File: config.mk
export PLATFORM = sky130hd
export DESIGN_NAME = mcu_component_sched
export DESIGN_NICKNAME = d
export VERILOG_FILES = /design/src/rtl/mcu_component_sched.sv
export SDC_FILE = /design/constraint.sdc
export NUM_CORES = 1
export LEC_CHECK = 0
export ABC_AREA = 0
export BUFFER_PORTS_ARGS = -buffer_cell sky130_fd_sc_hd__buf_2
export CORE_UTILIZATION = 37
export CTS_CLUSTER_DIAMETER = 120
export DETAILED_ROUTE_END_ITERATION = 16
export SYNTH_ARGS = -nofsm -noshare
export SYNTH_HDL_FRONTEND = slang
export SYNTH_SLANG_ARGS = --single-unit
File: constraint.sdc
create_clock -name i_sysclk -period 2.5 [get_ports i_sysclk]
set_input_delay 0.25 -clock i_sysclk [delete_from_list [all_inputs] [get_ports i_sysclk]]
set_output_delay 0.25 -clock i_sysclk [all_outputs]
set_load 0.01 [all_outputs]
File: src/rtl/mcu_component_sched.sv
// mcu_component_sched: splits one frame's IDCT sample stream into Y/Cb/Cr block streams with block/pixel tags.
// Define MCU_SCHED_ERR_EN to build the sticky protocol-error flag on o_err (tied 0 otherwise).
module mcu_component_sched #(
    parameter int Y_BLK_H         = 2,
    parameter int Y_BLK_V         = 2,
    parameter int MCU_WIDTH       = 8,
    parameter int MCU_HEIGHT      = 8,
    parameter int COLOR_PRECISION = 8,
    parameter int MCU_CNT_W       = 16
) (
    input  logic                           i_sysclk,
    input  logic                           i_arst,
    input  logic                           i_sof,
    input  logic [MCU_CNT_W-1:0]           i_mcu_total,
    input  logic                           i_we,
    input  logic [COLOR_PRECISION-1:0]     i_color,
    output logic                           o_ready,
    input  logic                           i_ready,
    output logic                           o_y_we,
    output logic                           o_cb_we,
    output logic                           o_cr_we,
    output logic [COLOR_PRECISION-1:0]     o_color,
    output logic [1:0]                     o_blk_idx,
    output logic [$clog2(MCU_WIDTH)-1:0]   o_pix_x,
    output logic [$clog2(MCU_HEIGHT)-1:0]  o_pix_y,
    output logic                           o_mcu_done,
    output logic                           o_frame_done,
    output logic                           o_err
);
    localparam int PXW = $clog2(MCU_WIDTH);
    localparam int PYW = $clog2(MCU_HEIGHT);
    localparam logic [1:0] BLK_LAST = 2'(Y_BLK_H * Y_BLK_V - 1);

    typedef enum logic [1:0] {S_Y, S_CB, S_CR, S_DONE} state_t;

    state_t               state;
    logic [PXW-1:0]       pix_x;
    logic [PYW-1:0]       pix_y;
    logic [1:0]           blk;
    logic [MCU_CNT_W-1:0] mcu_cnt;
    logic [MCU_CNT_W-1:0] mcu_total;
    logic                 accept;
    logic                 x_last;
    logic                 y_last;
    logic                 blk_end;
    logic                 frame_last;

    assign o_ready    = i_ready && state != S_DONE;
    assign accept     = i_we && o_ready;
    assign x_last     = pix_x == PXW'(MCU_WIDTH - 1);
    assign y_last     = pix_y == PYW'(MCU_HEIGHT - 1);
    assign blk_end    = x_last && y_last;
    assign frame_last = mcu_cnt == mcu_total - MCU_CNT_W'(1);

    always_ff @(posedge i_sysclk or posedge i_arst) begin
        if (i_arst) begin
            state        <= S_DONE;
            pix_x        <= '0;
            pix_y        <= '0;
            blk          <= '0;
            mcu_cnt      <= '0;
            mcu_total    <= '0;
            o_y_we       <= 1'b0;
            o_cb_we      <= 1'b0;
            o_cr_we      <= 1'b0;
            o_color      <= '0;
            o_blk_idx    <= '0;
            o_pix_x      <= '0;
            o_pix_y      <= '0;
            o_mcu_done   <= 1'b0;
            o_frame_done <= 1'b0;
        end else begin
            o_y_we       <= 1'b0;
            o_cb_we      <= 1'b0;
            o_cr_we      <= 1'b0;
            o_mcu_done   <= 1'b0;
            o_frame_done <= 1'b0;
            if (i_sof) begin
                // an empty frame goes straight to S_DONE so no sample is ever accepted
                state     <= (i_mcu_total == '0) ? S_DONE : S_Y;
                pix_x     <= '0;
                pix_y     <= '0;
                blk       <= '0;
                mcu_cnt   <= '0;
                mcu_total <= i_mcu_total;
            end else if (accept) begin
                o_y_we    <= state == S_Y;
                o_cb_we   <= state == S_CB;
                o_cr_we   <= state == S_CR;
                o_color   <= i_color;
                o_blk_idx <= blk;
                o_pix_x   <= pix_x;
                o_pix_y   <= pix_y;
                pix_x     <= x_last ? '0 : pix_x + PXW'(1);
                if (x_last)
                    pix_y <= y_last ? '0 : pix_y + PYW'(1);
                if (blk_end) begin
                    if (state == S_Y) begin
                        blk   <= (blk == BLK_LAST) ? 2'd0 : blk + 2'd1;
                        state <= (blk == BLK_LAST) ? S_CB : S_Y;
                    end else if (state == S_CB) begin
                        state <= S_CR;
                    end else begin
                        mcu_cnt      <= mcu_cnt + MCU_CNT_W'(1);
                        o_mcu_done   <= 1'b1;
                        o_frame_done <= frame_last;
                        state        <= frame_last ? S_DONE : S_Y;
                    end
                end
            end
        end
    end

`ifdef MCU_SCHED_ERR_EN
    logic mid_mcu;

    assign mid_mcu = state != S_DONE && (state != S_Y || pix_x != '0 || pix_y != '0 || blk != '0);

    always_ff @(posedge i_sysclk or posedge i_arst) begin
        if (i_arst)
            o_err <= 1'b0;
        else if ((i_we && state == S_DONE) || (i_sof && mid_mcu))
            o_err <= 1'b1;
    end
`else
    assign o_err = 1'b0;
`endif

endmodule

## Word level (Yosys, flattened, before mapping)

Index checks and enable logic that the tools add are counted.

| storage, ports and cells | value |
|---|---|
| flip-flop bits (word level) | 63 |
| input bits | 29 |
| output and inout port bits | 23 |
| logic and storage cells | 85 |

| operators by class | value |
|---|---|
| $add $sub $neg | 5 |
| eq/ne operators | 9 |
| multiplexer cells | 41 |
| bitwise logic cells | 1 |
| reductions and logical operators | 14 |

Operator list:

| kind | count |
|---|---|
| 16-bit two-way mux | 5 |
| 2-bit two-way mux | 12 |
| 3-bit two-way mux | 7 |
| 1-bit two-way mux | 17 |
| 16-bit by 1-bit adder with 16-bit output, second input constant | 1 |
| 16-bit equality test | 1 |
| 16-bit logical NOT | 1 |
| 16-bit by 1-bit subtractor with 16-bit output, second input constant | 1 |
| 2-bit nonzero test | 4 |
| 3-bit by 1-bit adder with 3-bit output, second input constant | 2 |
| 3-bit equality test, second input constant | 2 |
| 2-bit inequality test, second input constant | 3 |
| 2-bit AND reduction | 3 |
| 2-bit equality test, second input constant | 2 |
| 4-bit AND reduction | 1 |
| 1-bit logical AND | 3 |
| 3-bit AND reduction | 1 |
| 2-bit by 1-bit adder with 2-bit output, second input constant | 1 |
| 2-bit by 1-bit equality test with 1-bit output, second input constant | 1 |
| 2-bit logical NOT | 1 |
| 1-bit inverter | 1 |

## Depth between registers and ports, before layout

| depth | value |
|---|---|
| depth after elaboration | 8 |
| mapped depth | 8 |
| gate-level depth less buffers | 8 |

## Least setup slack after synthesis

OpenSTA, ideal clock, no wires.

| timing path | value |
|---|---|
| kind | register -> register |
| start point | register mcu_total[6] |
| end point | register state[0] |
| library setup time | 0.105 ns |
| arrival time | 2.191 ns |
| data required time | 2.395 ns |
| setup slack | 0.204 ns |
| cell stages (with the launch flop) | 7 |
| buffers on the path | 0 |
| clock period less this slack | 2.296 ns |
| path through | dfrtp_1 > or4_4 > or4_4 > nor3_1 > xnor2_1 > o2111ai_1 > o41ai_1 |

| on the way | value |
|---|---|
| longest elaborated chain between the ends | 8 |

Ends and longest elaborated chain:

| element | line | RTL |
|---|---|---|
| start: declaration | 41 | `logic [MCU_CNT_W-1:0] mcu_total;` |
| start signal: assignment | 85 | `mcu_total <= i_mcu_total;` |
| 16-bit by 1-bit subtractor with 16-bit output | 53 | `assign frame_last = mcu_cnt == mcu_total - MCU_CNT_W'(1);` |
| 16-bit equality test | 53 |  |
| 2-bit two-way mux | 107 | `state <= frame_last ? S_DONE : S_Y;` |
| 2-bit two-way mux | 101 | `end else if (state == S_CB) begin` |
| 2-bit two-way mux | 98 | `if (state == S_Y) begin` |
| 2-bit two-way mux | 97 | `if (blk_end) begin` |
| 2-bit two-way mux | 86 | `end else if (accept) begin` |
| 2-bit two-way mux | 78 | `if (i_sof) begin` |
| end signal: assignment | 80 | `state <= (i_mcu_total == '0) ? S_DONE : S_Y;` |
| end signal: assignment | 100 | `state <= (blk == BLK_LAST) ? S_CB : S_Y;` |
| end signal: assignment | 107 |  |
| end: declaration | 36 | `state_t state;` |

No other way between the ends. The select of a mux whose other input is x is not followed.
A chain may end at the register's enable or synchronous reset.

## Worst setup path after layout

| timing path | value |
|---|---|
| start point | register mcu_total[6] |
| end point | register state[1] |

Same word-level chain as after synthesis.

==> out/results.tsv <==
stage	metric	value	unit
critical_path	crit path cell chain	or4_4, or4_4, nor3_2, xnor2_1, o2111ai_2, o41ai_2	
critical_path	Buf/Inv on CP	0	
timing	Final Setup Violations	0	
final_layout	nets	401	
final_layout	final core utilization	46.6	%
logic_synthesis	Unique masters post-synth	48	
critical_path	max incr delay on CP	0.54	ns
placement	RePlAce Congestion	0.783	
timing	measured slew at the worst slew-check pin	0.597	ns
power	Leak	1.72	nW
final_layout	layout cells sized above 1	33.8	%
timing	Max Slew Vio Count	0	
power	power per cell area	569	mW/mm^2
global_routing	GRT Total Usage	17.2	%
routing	Remaining DRCs	0	
critical_path	critical setup path kind	register to register	
floorplanning	Die ar.	0.00911	sq mm
timing	Clock Skew	0.00896	ns
timing	Slew headroom	59.9	%
timing	final period utilization	95.5	%
floorplanning	die height	95.5	um
critical_path	cell mode on critical path	or4_4	
routing	router iterations before antenna repair	5	
logic_synthesis	ys flop type	dfrtp_1	
routing	via count	2465	
critical_path	Crit. End Element	register	
logic_synthesis	adder-cell share of the synthesized area	2.71	%
final_layout	flip-flop and latch area	0.00158	sq mm
final_layout	Multi-input gate area	0.00161	sq mm
floorplanning	Core Area	0.00834	sq mm
clocking	Max clock buf depth	2	
floorplanning	Boundary Pins	52	
placement	IO Port Bufs	50	
global_routing	largest net degree at the start of global routing	48	
global_routing	initial antenna violation count	0	
outcome	status	finished clean	
logic_synthesis	post-synthesis async set-or-reset flop share	100	%
logic_synthesis	Synth Instances	304	
routing	drt initial violations	119	
hold_path	HP Start	i_mcu_total[13]	
logic_synthesis	post-synthesis compound-gate area fraction	9.87	%
critical_path	critical path's slowest cell	or4_4	
timing	TNS Setup	0	ns
logic_synthesis	synthesized area	0.00323	sq mm
timing	Peak Freq	419	MHz
clocking	CTS buffer count	9	
logic_synthesis	post-synthesis simple-gate area fraction	16.5	%
logic_synthesis	syn_area_per_cell	10.6	sq um
placement	HPWL after DPL	5120	um
logic_synthesis	mux cell area share after synthesis	11.1	%
critical_path	WP data arrival	2.62	ns
clocking	clock slew at reported path FFs	0.07	ns
timing	Hold Violations, Final	0	
clocking	CTS Sinks	63	
hold_path	sink of the worst hold path	mcu_total[13]	
critical_path	CP required	2.74	ns
critical_path	reg2reg start	mcu_total[6]	
clocking	H-tree levels	3	
routing	antenna-violating nets left	0	
clocking	CTS root buffer	clkbuf_8	
timing	crit path time final	2.39	ns
hold_path	worst hold stages	3	
critical_path	Reg2Reg Depth	6	
logic_synthesis	flop and latch count out of synthesis	63	
logic_synthesis	synth warn	0	
logic_synthesis	Post-synth EDFFs	0	
floorplanning	# rows	33	
critical_path	worst flop-to-flop path endpoint	state[1]	
floorplanning	Die Wd	95.5	um
power	Max VDD drop	0.339	mV
logic_synthesis	Post-Synth XOR/XNOR Area	7.59	%
routing	WL final	7030	um
critical_path	startpoint types	register	
final_layout	Ant. Diodes	0	
final_layout	area grow syn2layout	20.2	%
critical_path	crit path max fanout	3	
final_layout	commonest non-fill, non-tap cells in the layout	dfrtp_1, buf_2, mux2_2, nand2_1, nor2_1	
final_layout	Fillers	776	
global_routing	vias in the first global route	2449	
critical_path	family with the most delay on the worst path	simple AND/OR/NAND/NOR gates	
logic_synthesis	sequential area share after synthesis	48.9	%
routing	Vias/cell	5.19	
final_layout	commonest non-fill, non-tap cell in the layout	dfrtp_1	
hold_path	class of the worst hold path	primary input to register	
routing	Routed WL per cell	14.8	um
clocking	CTS tree	built	
clocking	clk_lat worst skew	0.34	ns
logic_synthesis	syn_nets	340	
job	Max Cap Viol	0	
critical_path	R2R Setup Slk	0.11	ns
timing	Fin Hold WS	0.135	ns
global_routing	GR Overflow Total	0	
logic_synthesis	main combinational cell family by area after synthesis	simple AND/OR/NAND/NOR gates	
critical_path	Levels on crit path	6	
floorplanning	Initial Util	38.7	%
global_routing	first-pass GRT wire length	11800	um
==> registers in the layout (all words and copies together) (netlist names), 2 cells and up <==
signal	count
mcu_cnt	16
mcu_total	16
o_color	8
o_pix_x	3
o_pix_y	3
pix_x	3
pix_y	3
blk	2
o_blk_idx	2
state	2
==> how the worst max path moves through the flow <==
stage                       startpoint            to  slack, ns
after global placement    mcu_total[6]      state[0]       0.18
after floorplan           mcu_total[6]      state[0]       0.20
after global routing      mcu_total[6]  o_frame_done      -0.04
final                     mcu_total[6]      state[1]       0.11
after detailed placement  mcu_total[6]      state[0]       0.05
after CTS                 mcu_total[6]      state[0]       0.02
==> worst min-delay path: cells and delay by family <==
kind            cells  cell delay, ns
compound gates      1            0.05
simple gates        1            0.04
buf+inv             1            0.09
==> routing by layer <==
layer	vias up	part of all wire, %	wire length, um	global-route usage [%]
met4	0	1.4	99	5.97
met3	10	4.0	278	4.39
met1	1192	47	3310	22.4
met2	53	47	3330	27.7
met5	-	0	0	0
li1	1210	-	-	-
==> per-stage QoR <==
stage / area (sq um) / cells / setup WS, ns / power (mW)
after detailed placement: 3630 / 458 / 0.0484 / 1.42
after CTS: 3820 / 475 / 0.0236 / 2.24
after floorplan: 3230 / 304 / 0.204 / 1.31
final: 3880 / 475 / 0.112 / 2.21
after global routing: 3880 / 475 / -0.0353 / 2.32
after global placement: 3630 / 458 / 0.177 / 1.42
==> final cells by class <==
type                    count  area share [%]
multi-input cells         221            41.5
flip-flops and latches     63            40.6
repair buffers             62            9.15
clock buffers              13            4.09
well taps                 105            3.38
inverters                   8           0.773
clock inverters             3           0.451
==> cell usage after synthesis (2+ instances only) <==
cell type / number / area share (%)
nand3b_1: 3 / 0.70
dfstp_2: 2 / 1.6
xnor2_1: 15 / 4.1
nor2_1: 21 / 2.4
and3_1: 3 / 0.58
o41ai_1: 3 / 0.81
nor4_1: 8 / 1.5
xor2_1: 13 / 3.5
nand4_1: 5 / 0.97
a21oi_1: 19 / 2.9
o21a_1: 2 / 0.46
or4_4: 2 / 0.70
dfrtp_1: 61 / 47
buf_1: 2 / 0.23
nand2_1: 24 / 2.8
mux2i_1: 2 / 0.62
ha_1: 7 / 2.7
clkbuf_8: 2 / 0.85
mux2_2: 30 / 10
clkbuf_1: 6 / 0.70
a211oi_1: 2 / 0.46
nor3_1: 7 / 1.1
nand3_1: 7 / 1.1
inv_1: 8 / 0.93
nor4b_1: 3 / 0.81
o31ai_1: 2 / 0.46
o21ai_0: 17 / 2.6
or3_1: 7 / 1.4
nor3b_1: 2 / 0.46
==> what timing repair did <==
action                     CTS  global route
setup endpoints to repair    0             7
hold endpoints to repair    26             0
hold buffers                 1             0
gates resized for setup      0            11
setup buffers                0             0
==> cell families (layout without fill, tap and decap cells) <==
logic type / after synthesis / count (layout)
AO/OA/AOI/OAI: 53 / 53
XOR/XNOR: 28 / 28
adder cells (fa/ha/maj): 7 / 7
buffers and inverters: 20 / 86
flip-flops: 63 / 63
multiplexers: 32 / 32
other: 1 / 1
AND/OR/NAND/NOR: 100 / 100
==> report_power, final <==
group | internal, mW | leakage (nW) | switching, mW
logic | 0.139 | 0.809 | 0.151
clock network | 0.412 | 0.0894 | 0.389
registers | 1.07 | 0.819 | 0.0435
total | 1.63 | 1.72 | 0.584
Power figures use the tool's default switching activity.
